==> config.mk <==
export PLATFORM = sky130hd
export DESIGN_NAME = keypad_scan
export DESIGN_NICKNAME = d
export VERILOG_FILES = /design/src/rtl/keypad_scan.sv
export SDC_FILE = /design/constraint.sdc
export NUM_CORES = 1
export LEC_CHECK = 0
export CORE_ASPECT_RATIO = 0.8
export CORE_MARGIN = 10
export CORE_UTILIZATION = 40
export DETAILED_ROUTE_END_ITERATION = 8
export PLACE_DENSITY = 0.62
export REMOVE_ABC_BUFFERS = 1
export SYNTH_ARGS = -nofsm -noshare
export SYNTH_HDL_FRONTEND = slang
export SYNTH_SLANG_ARGS = --single-unit
export TNS_END_PERCENT = 50
==> constraint.sdc <==
create_clock -name clk -period 11.92 [get_ports clk]
set_input_delay 2.384 -clock clk [delete_from_list [all_inputs] [get_ports clk]]
set_output_delay 2.384 -clock clk [all_outputs]
set_load 0.05 [all_outputs]
==> src/rtl/keypad_scan.sv <==
// 4x4 matrix keypad scanner: row strobe, column sync, frame debounce, one hex code per press.
// Latency: key_valid pulses one cycle after the end of the DEBOUNCE_FRAMES-th identical frame.
// Backpressure: none; key_valid is a single-cycle strobe with no ready, consumers must capture it.
//
// Ports:
//   clk       system clock (48 MHz nominal)
//   rst_n     asynchronous active-low reset
//   kp_col    column lines, active-low, asynchronous (2-flop synchronized internally)
//   kp_row    row drive, one row low at a time: 1110, 1101, 1011, 0111
//   key_code  last accepted key, {row[1:0], col[1:0]}
//   key_valid one-cycle strobe when key_code is (re)issued
//   key_held  high while the accepted key remains pressed
//   num1..4   entry digit history, newest in num1
//
// Optional build macro KEYPAD_REPEAT_EN adds auto-repeat while a key is held:
// first repeat after REPEAT_DELAY frames, then every REPEAT_RATE frames.

module keypad_scan #(
    parameter int SCAN_DIV        = 48000,
    parameter int DEBOUNCE_FRAMES = 4,
    parameter int REPEAT_DELAY    = 500,
    parameter int REPEAT_RATE     = 100
) (
    input  logic       clk,
    input  logic       rst_n,
    input  logic [3:0] kp_col,
    output logic [3:0] kp_row,
    output logic [3:0] key_code,
    output logic       key_valid,
    output logic       key_held,
    output logic [3:0] num1,
    output logic [3:0] num2,
    output logic [3:0] num3,
    output logic [3:0] num4
);

    localparam int SW = (SCAN_DIV > 1) ? $clog2(SCAN_DIV) : 1;
    localparam int DW = $clog2(DEBOUNCE_FRAMES + 1);
    localparam logic [SW-1:0] SLOT_LAST = SW'(SCAN_DIV - 1);
    localparam logic [DW-1:0] DB_MAX    = DW'(DEBOUNCE_FRAMES);

    // Sampling on the slot's last cycle through a 2-flop synchronizer only sees the
    // current row if the slot is at least 3 cycles long.
    if (SCAN_DIV < 3)        begin : g_chk_div  $error("SCAN_DIV must be >= 3");        end
    if (DEBOUNCE_FRAMES < 1) begin : g_chk_db   $error("DEBOUNCE_FRAMES must be >= 1"); end
    if (REPEAT_DELAY < 1)    begin : g_chk_dly  $error("REPEAT_DELAY must be >= 1");    end
    if (REPEAT_RATE < 1)     begin : g_chk_rate $error("REPEAT_RATE must be >= 1");     end

    typedef enum logic [1:0] {CAND_NONE, CAND_KEY, CAND_MULTI} cand_t;
    typedef enum logic {S_RELEASED, S_HELD} state_t;

    logic [3:0]    col_s1, col_s2;
    logic [SW-1:0] slot_cnt;
    logic [1:0]    row_idx;
    logic [11:0]   press_lo;      // rows 0..2 of the frame in progress
    logic          slot_last, frame_end;

    logic [15:0]   frame_vec;
    logic [4:0]    n_pressed;
    logic [3:0]    hit_code;
    cand_t         cand_kind, prev_kind;
    logic [3:0]    prev_code;
    logic [DW-1:0] stab_cnt, stab_nxt;
    logic          same_cand, stable, accept;
    state_t        state;

    assign kp_row    = ~(4'b0001 << row_idx);
    assign slot_last = (slot_cnt == SLOT_LAST);
    assign frame_end = slot_last && (row_idx == 2'd3);

    // ---------------- row strobe and column capture ----------------
    always_ff @(posedge clk or negedge rst_n) begin
        if (!rst_n) begin
            col_s1   <= 4'hF;
            col_s2   <= 4'hF;
            slot_cnt <= '0;
            row_idx  <= '0;
            press_lo <= '0;
        end else begin
            col_s1 <= kp_col;
            col_s2 <= col_s1;
            if (slot_last) begin
                slot_cnt <= '0;
                row_idx  <= row_idx + 2'd1;
                case (row_idx)
                    2'd0:    press_lo[3:0]  <= ~col_s2;
                    2'd1:    press_lo[7:4]  <= ~col_s2;
                    2'd2:    press_lo[11:8] <= ~col_s2;
                    default: ;  // row 3 is consumed directly at frame end
                endcase
            end else begin
                slot_cnt <= slot_cnt + SW'(1);
            end
        end
    end

    // ---------------- frame candidate ----------------
    // Bit index = row*4 + col, which is exactly the key code.
    always_comb begin
        frame_vec = {~col_s2, press_lo};
        n_pressed = '0;
        hit_code  = '0;
        for (int i = 0; i < 16; i++) begin
            if (frame_vec[i]) begin
                n_pressed = n_pressed + 5'd1;
                hit_code  = 4'(i);
            end
        end
        if (n_pressed == 5'd0)      cand_kind = CAND_NONE;
        else if (n_pressed == 5'd1) cand_kind = CAND_KEY;
        else                        cand_kind = CAND_MULTI;
    end

    // ---------------- stability count ----------------
    always_comb begin
        same_cand = (cand_kind == prev_kind) &&
                    ((cand_kind != CAND_KEY) || (hit_code == prev_code));
        if (cand_kind == CAND_MULTI)  stab_nxt = '0;
        else if (!same_cand)          stab_nxt = DW'(1);
        else if (stab_cnt == DB_MAX)  stab_nxt = DB_MAX;
        else                          stab_nxt = stab_cnt + DW'(1);
        stable = (stab_nxt == DB_MAX);
        // A new key is accepted from RELEASED, or from HELD when it differs from the current one.
        accept = frame_end && stable && (cand_kind == CAND_KEY) &&
                 ((state == S_RELEASED) || (hit_code != key_code));
    end

`ifdef KEYPAD_REPEAT_EN
    localparam int RMAX = (REPEAT_DELAY > REPEAT_RATE) ? REPEAT_DELAY : REPEAT_RATE;
    localparam int RW   = $clog2(RMAX + 1);
    logic [RW-1:0] rep_cnt, rep_inc;
    logic          rep_fast;   // first repeat already issued, now at REPEAT_RATE cadence
    logic          rep_due;
    assign rep_inc = rep_cnt + RW'(1);
    assign rep_due = rep_fast ? (rep_inc == RW'(REPEAT_RATE)) : (rep_inc == RW'(REPEAT_DELAY));
`endif

    // ---------------- press/release FSM ----------------
    always_ff @(posedge clk or negedge rst_n) begin
        if (!rst_n) begin
            state     <= S_RELEASED;
            key_code  <= '0;
            key_valid <= 1'b0;
            key_held  <= 1'b0;
            num1      <= '0;
            num2      <= '0;
            num3      <= '0;
            num4      <= '0;
            prev_kind <= CAND_NONE;
            prev_code <= '0;
            stab_cnt  <= '0;
`ifdef KEYPAD_REPEAT_EN
            rep_cnt   <= '0;
            rep_fast  <= 1'b0;
`endif
        end else begin
            key_valid <= 1'b0;
            if (frame_end) begin
                prev_kind <= cand_kind;
                prev_code <= hit_code;
                stab_cnt  <= stab_nxt;
                if (accept) begin
                    state     <= S_HELD;
                    key_code  <= hit_code;
                    key_valid <= 1'b1;
                    key_held  <= 1'b1;
                    num1      <= hit_code;
                    num2      <= num1;
                    num3      <= num2;
                    num4      <= num3;
`ifdef KEYPAD_REPEAT_EN
                    rep_cnt   <= '0;
                    rep_fast  <= 1'b0;
`endif
                end else begin
                    case (state)
                        S_RELEASED: ;
                        S_HELD: begin
                            if (stable && (cand_kind == CAND_NONE)) begin
                                state    <= S_RELEASED;
                                key_held <= 1'b0;
                            end
`ifdef KEYPAD_REPEAT_EN
                            else if (rep_due) begin
                                key_valid <= 1'b1;
                                num1      <= key_code;
                                num2      <= num1;
                                num3      <= num2;
                                num4      <= num3;
                                rep_cnt   <= '0;
                                rep_fast  <= 1'b1;
                            end else begin
                                rep_cnt <= rep_inc;
                            end
`endif
                        end
                        default: state <= S_RELEASED;
                    endcase
                end
            end
        end
    end

endmodule

Word-level counts from Yosys, hierarchy flattened
Index checks and enable logic that the tools add are counted.
- $add $sub $neg: 18
- multiply operators: 0
- divide/modulo/power cells: 0
- $lt $le $gt $ge: 0
- equal/unequal tests: 13
- shifts and indexed selects: 1
- mux-type cells: 45
- bitwise operators: 3
- reductions and logical operators: 18
- operators with widths (operator ; count):
    adder 5 x 1 -> 5 bit (second input constant) ; 15
    two-way mux 5 bit ; 15
    two-way mux 4 bit ; 14
    adder 16 x 1 -> 16 bit (second input constant) ; 1
    == test 16 bit (second input constant) ; 1
    two-way mux 16 bit ; 1
    two-way mux 1 bit ; 10
    two-way mux 3 bit ; 3
    inverter 4 bit ; 2
    AND reduction 2 bit ; 4
    == test 2 bit (second input constant) ; 3
    == test 3 bit (second input constant) ; 2
    logical AND 1 bit ; 6
    == test 5 x 1 -> 1 bit (second input constant) ; 1
    logical NOT 5 bit ; 1
    == test 2 x 1 -> 1 bit (second input constant) ; 2
    == test 4 bit ; 1
    logical NOT 2 bit ; 2
    two-way mux 2 bit ; 2
    inequality test 4 bit ; 1
    nonzero test 2 bit ; 2
    << shifter 1 x 2 -> 4 bit (first input constant) ; 1
    adder 3 x 1 -> 3 bit (second input constant) ; 1
    AND reduction 3 bit ; 1
    5 further kinds ; 6
- bits in registers: 66
- latch bits: 0
- bits in writable memories: 0
- memory bits (read-only): 0
- output and inout port bits: 26
- memories: 0

Depth between registers and ports, before layout
Gate-level depths: netlist (run 1).
- word-level depth: 45
- mapped depth: 54
- mapped depth without buffers: 53

Worst setup path after synthesis (run 1)
No wires, ideal clock.
- path type: register -> register
- from: reg press_lo[1]
- to: reg num2[3]
- library setup time: 0.128 ns
- arrival: 9.733 ns
- required time: 11.792 ns
- slack: 2.059 ns
- cell stages (with the launch flop): 54
- path buffers: 1
- clock period less this slack: 9.861 ns
- cell sequence: dfrtp_1 -> inv_1 -> ha_1 -> xnor2_2 -> inv_1 -> ha_1 -> nand2_1 -> o31ai_1 -> ha_1 -> nand2b_1 -> o21a_1 -> ha_1 -> mux2i_1 -> nor2_1 -> ha_1 -> nand2_1 -> o31ai_1 -> ha_1 -> [18 not listed] -> a31oi_1 -> inv_1 -> ha_1 -> o21ai_0 -> inv_1 -> ha_1 -> mux2_2 -> ha_1 -> nor2b_1 -> xor2_1 -> xnor2_1 -> a311o_1 -> nor2_1 -> mux2_2 -> mux2i_1 -> nor4_4 -> buf_6 -> mux2_1
- longest elaborated chain between the ends: 42
- elaborated cells between the ends (all ways): 64
- RTL lines (element ; RTL line ; source):
    start: declaration ; 55 ; logic [11:0] press_lo;
    start signal: assignment ; 86 ; 2'd0: press_lo[3:0] <= ~col_s2;
    two-way mux 5 bit ; 104 ; if (frame_vec[i]) begin
    adder 5 x 1 -> 5 bit ; 105 ; n_pressed = n_pressed + 5'd1;
    two-way mux 5 bit ; 104 ;
    adder 5 x 1 -> 5 bit ; 105 ;
    two-way mux 5 bit ; 104 ;
    adder 5 x 1 -> 5 bit ; 105 ;
    two-way mux 5 bit ; 104 ;
    adder 5 x 1 -> 5 bit ; 105 ;
    [25 not listed] ; -- ;
    logical OR 1 bit ; 117 ; ((cand_kind != CAND_KEY) || (hit_code == prev_code));
    logical AND 1 bit ; 116 ; same_cand = (cand_kind == prev_kind) &&
    two-way mux 3 bit ; 119 ; else if (!same_cand) stab_nxt = DW'(1);
    two-way mux 3 bit ; 118 ; if (cand_kind == CAND_MULTI) stab_nxt = '0;
    == test 3 bit ; 122 ; stable = (stab_nxt == DB_MAX);
    logical AND 1 bit (2 in series) ; 124 ; accept = frame_end && stable && (cand_kind == CAND_KEY) &&
    logical AND 1 bit * ; 124 ;
    AND reduction 2 bit (no source line) * ; -- ;
    end signal: assignment ; 168 ; num2 <= num1;
    end: declaration ; 32 ; output logic [3:0] num2,
Mark *: on every way between the ends. The rest lies on a longest branch, timed or not.
A chain may end at the register's enable or synchronous reset.

Final worst setup path (run 1)
- from: reg press_lo[1]
- to: reg num1[1]
- longest elaborated chain between the ends: 42
- elaborated cells between the ends (all ways): 64
- RTL lines (element ; RTL line ; source):
    two-way mux 5 bit ; 104 ;
    adder 5 x 1 -> 5 bit ; 105 ;
    two-way mux 5 bit ; 104 ;
    adder 5 x 1 -> 5 bit ; 105 ;
    two-way mux 5 bit ; 104 ;
    adder 5 x 1 -> 5 bit ; 105 ;
    two-way mux 5 bit ; 104 ;
    adder 5 x 1 -> 5 bit ; 105 ;
    [25 not listed] ; -- ;
    logical OR 1 bit ; 117 ;
    logical AND 1 bit ; 116 ;
    two-way mux 3 bit ; 119 ;
    two-way mux 3 bit ; 118 ;
    == test 3 bit ; 122 ;
    logical AND 1 bit (2 in series) ; 124 ;
    logical AND 1 bit * ; 124 ;
    AND reduction 2 bit (no source line) * ; -- ;
    end signal: assignment ; 167 ; num1 <= hit_code;
    end: declaration ; 31 ; output logic [3:0] num1,
Marks and branches as above.

==> flow_summary.json, run 1 <==
{
  "status": "finished, final reports clean",
  "setup_viol": 0,
  "netlist_area_mm2": 0.004592,
  "internal-power_mw": 0.3814,
  "cp_data_required_time_ns": 12.13,
  "maxSlewHeadroom": 0.4426,
  "htreeDepth": 3,
  "seq_power_share": 0.470,
  "place_area_mm2": 0.004991,
  "clock.fmax_ghz": 0.09291,
  "final_layout_size_suffix_gt1_frac": 0.08902,
  "setup_tns_ns": 0,
  "fin_util": 0.4770,
  "leakagePower_nw": 2.333,
  "maxCapViolations": 0,
  "via_per_inst": 5.168,
  "grt_pass1_wl_um": 16420,
  "clock_latency_ns": 0.33,
  "ant_nets": 0,
  "synth_seq_area_share": 0.3619,
  "rsz0062_at_grt": "no",
  "gr-usage-all-layers": 0.1205,
  "dieWidth_um": 139.8,
  "ys_warn_count": 0,
  "hold_buffers": 0,
  "ys_types": 65,
  "first_pass_iters": 4,
  "cpPeakStageDelay_ns": 0.56,
  "async_flop_share": 1.000,
  "fin_nets": 551,
  "cp.arrival_ns": 10.97,
  "cts_tree": "yes",
  "wl_um": 9463,
  "drc_errors": 0,
  "hp-class": "flop to flop",
  "die_h_um": 115.8,
  "rows": 34,
  "ys.flop_type": "dfrtp_1",
  "dr.first_iter.drc_count": 248,
  "max-vdd-ir-drop_uv": 79.73,
  "cts_sinks": 66,
  "pin_count": 32,
  "ys_ff_latch": 66,
  "root_buffer": "clkbuf_16",
  "powerDensity_mw_per_mm2": 92.75,
  "grt_max_degree": 67,
  "numCtsBuffers": 9,
  "synth_edf_count": 0,
  "fin_crit_sh": 0.9029,
  "start_util": 0.4152,
  "syn_avg_cell_area_um2": 9.184,
  "endpoint_kind": "flop",
  "min_period_ns": 10.76,
  "switching_share": 0.2207,
  "area_growth_pct": 14.90,
  "path_class": "flop to flop",
  "grt_pass1_vias": 3350,
  "fin_cells": 672,
  "core_mm2": 0.01106,
  "wl_per_cell_um": 14.08,
  "hold_violations": 0,
  "worstPathMaxFanout": 17,
  "design_area_mm2": 0.005276,
  "slowest_stage": "mux2i_1",
  "clockBufferDepth": 2,
  "crit_top_cell": "ha_1",
  "port-buffer-count": 31,
  "antenna_found_initial": 0,
  "hpwl_um": 7104,
  "grt_overflow": 0,
  "slew_violations": 0,
  "vias": 3473,
  "cts.clk_slew.worst_paths_ns": 0.05,
  "p_sw_mw": 0.1080,
  "start_kind": "flop",
  "p_clk_frac": 0.481,
  "comb_power_share": 0.049,
  "finalClockSkew_ns": 0.004938,
  "n_antenna_cell": 0,
  "hold_slack_ns": 0.3538,
  "syn_inst": 500,
  "tightest_slew_ns": 0.8361,
  "post-place-cells": 655,
  "die_area_mm2": 0.01619,
  "gp_congestion": 0.7875
}
==> cell type report <==
| cell class | count | area (µm²) |
|---|---|---|
| Fill cell | 1052 | 5784 |
| Clock inverter | 3 | 15.01 |
| Timing Repair Buffer | 35 | 347.8 |
| Inverter | 36 | 135.1 |
| Sequential cell | 66 | 1662 |
| Tap cell | 144 | 180.2 |
| Multi-Input combinational cell | 375 | 2686 |
| Clock buffer | 13 | 250.2 |
==> timing repair <==
action	CTS	global route
resized for setup	0	0
buffers inserted	0	1
setup endpoints to repair	0	18
==> cells in the final DEF, fill, tap and decap left out, drive strengths merged, types with 5 or more instances in the layout <==
cell type      netlist  layout
xnor2               42      42
nand4                6       6
ha                  22      22
mux2i               15      15
clkdlybuf4s50        0      30
dfrtp               58      58
dfstp                8       8
nand2b               5       5
mux2                16      16
nand3               16      16
nand2               59      59
and2                 6       6
nor2b                6       6
a21oi               18      18
inv                 36      36
clkbuf              16      13
o21ai               30      30
buf                  7       5
nor3                11      11
nor2                36      36
xor2                22      22
==> Yosys cell counts (3+ instances only) <==
cell type  instances  area [µm²]
dfrtp_1           58        1451
xor2_1            21       183.9
mux2i_1           15       150.1
buf_4              5       37.54
ha_1              22       275.3
nor4b_1            3       26.28
xnor3_1            4       90.09
o31ai_1            4       30.03
xnor2_1           40       350.3
nor2b_1            6       37.54
o21bai_1           4       30.03
nor3_1            11       55.05
o22ai_1            3       18.77
nand2b_1           5       31.28
clkbuf_1          16       60.06
mux2_2            12       135.1
nor2_1            36       135.1
o21ai_0           30       150.1
and2_1             6       37.54
a31oi_1            3       18.77
mux2_1             4       45.04
a21oi_1           18       90.09
dfstp_2            8       210.2
o211ai_1           3       22.52
nand2_1           59       221.5
nand3_1           16       80.08
inv_1             36       135.1
nand4_1            6       37.54
nor3b_1            3       22.52
==> stage by stage <==
| step | worst slack, ns | power [mW] |
|---|---|---|
| after floorplan | 1.911 | 0.2476 |
| after global placement | 1.247 | 0.2574 |
| after detailed placement | 0.8253 | 0.2580 |
| after CTS | 0.7944 | 0.4960 |
| after global routing | 0.1778 | 0.5099 |
| final | 1.157 | 0.4894 |
==> critical path, delay by kind of cell (launching register included) <==
family | cells | cell delay, ns
compound gates | 11 | 2.22
buf+inv | 9 | 0.78
flops | 1 | 0.39
xor+xnor | 3 | 0.73
fa+ha+maj | 13 | 3.71
simple gates | 10 | 1.07
mux | 6 | 1.76
==> logic make-up after synthesis <==
family,share of synthesized area
simple gates,0.1782
buf+inv,0.05422
mux,0.07193
compound gates,0.1221
flops,0.3619
xor+xnor,0.1518
fa+ha+maj,0.05994
==> power groups by stage <==
stage          sequential, mW  clock [mW]  combinational, mW
2_1_floorplan           0.232           0             0.0152
3_3_place_gp            0.233           0             0.0239
3_5_place_dp            0.234           0             0.0244
4_1_cts                 0.230       0.242             0.0244
5_1_grt                 0.230       0.253             0.0272
6_report                0.230       0.236             0.0240
==> sequential cells by signal, indices dropped and copies added (netlist names), 3 cells and up <==
name       cells
slot_cnt      16
num3           4
col_s1         4
num2           4
col_s2         4
num4           4
press_lo      12
stab_cnt       3
prev_code      4
num1           4
==> path summary, 6_finish.rpt <==
check                            start     endpoint  slack, ns  depth (start not counted)
max                        press_lo[1]      num1[1]       1.16                         52
min                          col_s1[2]    col_s2[2]       0.35                          0
max reg2reg                press_lo[1]      num1[1]       1.16                         52
min reg2reg                  col_s1[2]    col_s2[2]       0.35                          0
max in group asynchronous        rst_n  slot_cnt[3]       9.13                          2
min in group asynchronous        rst_n      num4[3]       2.24                          2
==> layer usage <==
metal	up-vias	wire [µm]	track usage
li1	1764	-	-
met1	1652	4934	0.1657
met2	50	4114	0.1814
met3	7	352	0.03884
met4	0	62	0.02473
met5	-	0	0
Power figures use the tool's default switching activity.
==> run 2, diff against run 1 <==
--- a/config.mk
+++ b/config.mk
@@ -9,6 +9,7 @@
 export CORE_MARGIN = 10
 export CORE_UTILIZATION = 40
 export DETAILED_ROUTE_END_ITERATION = 8
+export GPL_TIMING_DRIVEN = 0
 export PLACE_DENSITY = 0.62
 export REMOVE_ABC_BUFFERS = 1
 export SYNTH_ARGS = -nofsm -noshare
==> run 2 against run 1 <==
  * Non-clock buffer count is 1 lower
  * Worst setup slack worse by 0.13 ns
  * Register-to-register slack worse by 0.13 ns
  * Die area stayed put
  * Largest cell class unchanged
  * Combinational power hardly changed
  * Critical endpoint is now num3[3]
  * Global-route usage is 0.31 points lower
==> flow_summary.json, run 2 (same netlist as run 1, synthesis figures left out) <==
{
  "rr_endpoint": "num3[3]",
  "grt_overflow": 0,
  "fin_nets": 550,
  "area_growth_pct": 16.81,
  "finalClockSkew_ns": 0.006923,
  "hold_violations": 0,
  "dieWidth_um": 139.8,
  "wl_um": 9190,
  "r2r_start": "press_lo[1]",
  "fin_crit_sh": 0.9137,
  "reg_top3": "slot_cnt x16, press_lo x12",
  "post_cts.repair.setup_buffers": 0,
  "n_antenna_cell": 0,
  "cpPeakStageDelay_ns": 0.58,
  "r2r_cells": 52,
  "fin_cells": 671,
  "hold_buffers": 0,
  "port-buffer-count": 31,
  "hold-path-cell-count": 0,
  "slew_violations": 0,
  "root_buffer": "clkbuf_16",
  "pin_count": 32,
  "clock_latency_ns": 0.33,
  "status": "finished, final reports clean",
  "tightest_slew_ns": 0.8140,
  "hp-class": "flop to flop",
  "wl_met2_um": 4073,
  "cts.clk_slew.worst_paths_ns": 0.06,
  "met3_length_um": 226,
  "antenna_found_initial": 0,
  "die_h_um": 115.8,
  "start_kind": "flop",
  "maxCapViolations": 0,
  "post-place-cells": 653,
  "final_cell_mix": "nand2_1 (59), dfrtp_1 (58), xnor2_1 (40)",
  "vias": 3464,
  "layout_commonest_cell": "nand2_1",
  "cts_tree": "yes",
  "fin_util": 0.4850,
  "crit_top_cell": "ha_1",
  "hpwl_um": 6957,
  "reg2reg_slack_ns": 1.03,
  "start_util": 0.4152,
  "path_class": "flop to flop",
  "gr-usage-all-layers": 0.1175,
  "rsz0062_at_grt": "no",
  "clockBufferDepth": 2,
  "slowest_stage": "mux2i_1",
  "core_mm2": 0.01106,
  "wl_met1_um": 4836,
  "worstPathMaxFanout": 18,
  "rows": 34,
  "grt_pass1_vias": 3354,
  "top_layer": "met4",
  "grt_max_degree": 67,
  "powerDensity_mw_per_mm2": 104.6,
  "final_layout_size_suffix_gt1_frac": 0.09108,
  "grt_pass1_wl_um": 16290,
  "via_per_inst": 5.162,
  "first_pass_iters": 4,
  "setup_viol": 0,
  "clock.fmax_ghz": 0.09181,
  "max-vdd-ir-drop_uv": 108.8,
  "leakagePower_nw": 2.366,
  "cts_resized": 0,
  "cts_sinks": 66,
  "cp.arrival_ns": 11.09,
  "wl_per_cell_um": 13.70,
  "htreeDepth": 3,
  "min_to": "col_s2[3]",
  "ant_nets": 0,
  "endpoint_kind": "flop",
  "gp_congestion": 0.7818,
  "largest_reg_flops": 16,
  "drc_errors": 0,
  "numCtsBuffers": 9,
  "dr.first_iter.drc_count": 171,
  "maxSlewHeadroom": 0.4573,
  "cp_data_required_time_ns": 12.12,
  "top_register": "slot_cnt",
  "setup_tns_ns": 0,
  "min_period_ns": 10.89,
  "die_area_mm2": 0.01619,
  "hold_start": "col_s1[3]",
  "power_mw": 0.5613
}
==> run 2: area by class of cell <==
cell class	instances	area, µm²
fillers	1045	5697
flip-flops and latches	66	1662
well taps	144	180.2
inverters	36	135.1
multi-input cells	375	2686
repair buffers	34	346.6
clock buffers	12	256.5
clock inverters	4	97.59
==> run 2: metrics by stage <==
step / hold WS [ns] / setup slack (ns) / cell area [µm²]
final: 0.3538 / 1.028 / 5364
after global routing: 0.3578 / 0.1472 / 5364
after CTS: 0.3543 / 0.5288 / 5336
after detailed placement: 0.3468 / 0.5970 / 4982
after global placement: 0.3457 / 0.7778 / 4969
after floorplan: 0.3452 / 1.911 / 4478
==> run 2: worst max-delay path by stage <==
stage                   end  slack (ns)         from  cells past startpoint
floorplan           num2[0]        1.91  press_lo[1]                     52
global placement    num3[1]        0.78  press_lo[1]                     52
detailed placement  num4[1]        0.60  press_lo[1]                     52
CTS                 num4[2]        0.53  press_lo[1]                     52
global route        num3[3]        0.15  press_lo[1]                     53
finish              num3[3]        1.03  press_lo[1]                     52
==> run 2: critical path, delay by kind of cell, from the launching register on <==
family / cells / cell delay [ns]
adder cells (fa/ha/maj): 13 / 3.74
AO/OA/AOI/OAI: 11 / 2.21
multiplexers: 6 / 1.76
AND/OR/NAND/NOR: 10 / 1.07
XOR/XNOR: 3 / 0.76
flip-flops: 1 / 0.39
buffers and inverters: 9 / 0.80
==> run 2: report_power, final <==
group | total (mW) | switching (mW) | internal [mW]
Clock | 0.308 | 0.0921 | 0.216
Sequential | 0.230 | 0.00298 | 0.227
Combinational | 0.0238 | 0.0147 | 0.00905
Total | 0.561 | 0.110 | 0.451
==> run 2: routing by layer <==
layer / vias up / global-route usage
met4: 0 / 0.02747
met5: - / 0
li1: 1766 / -
met1: 1660 / 0.1665
met3: 5 / 0.03148
met2: 33 / 0.1736
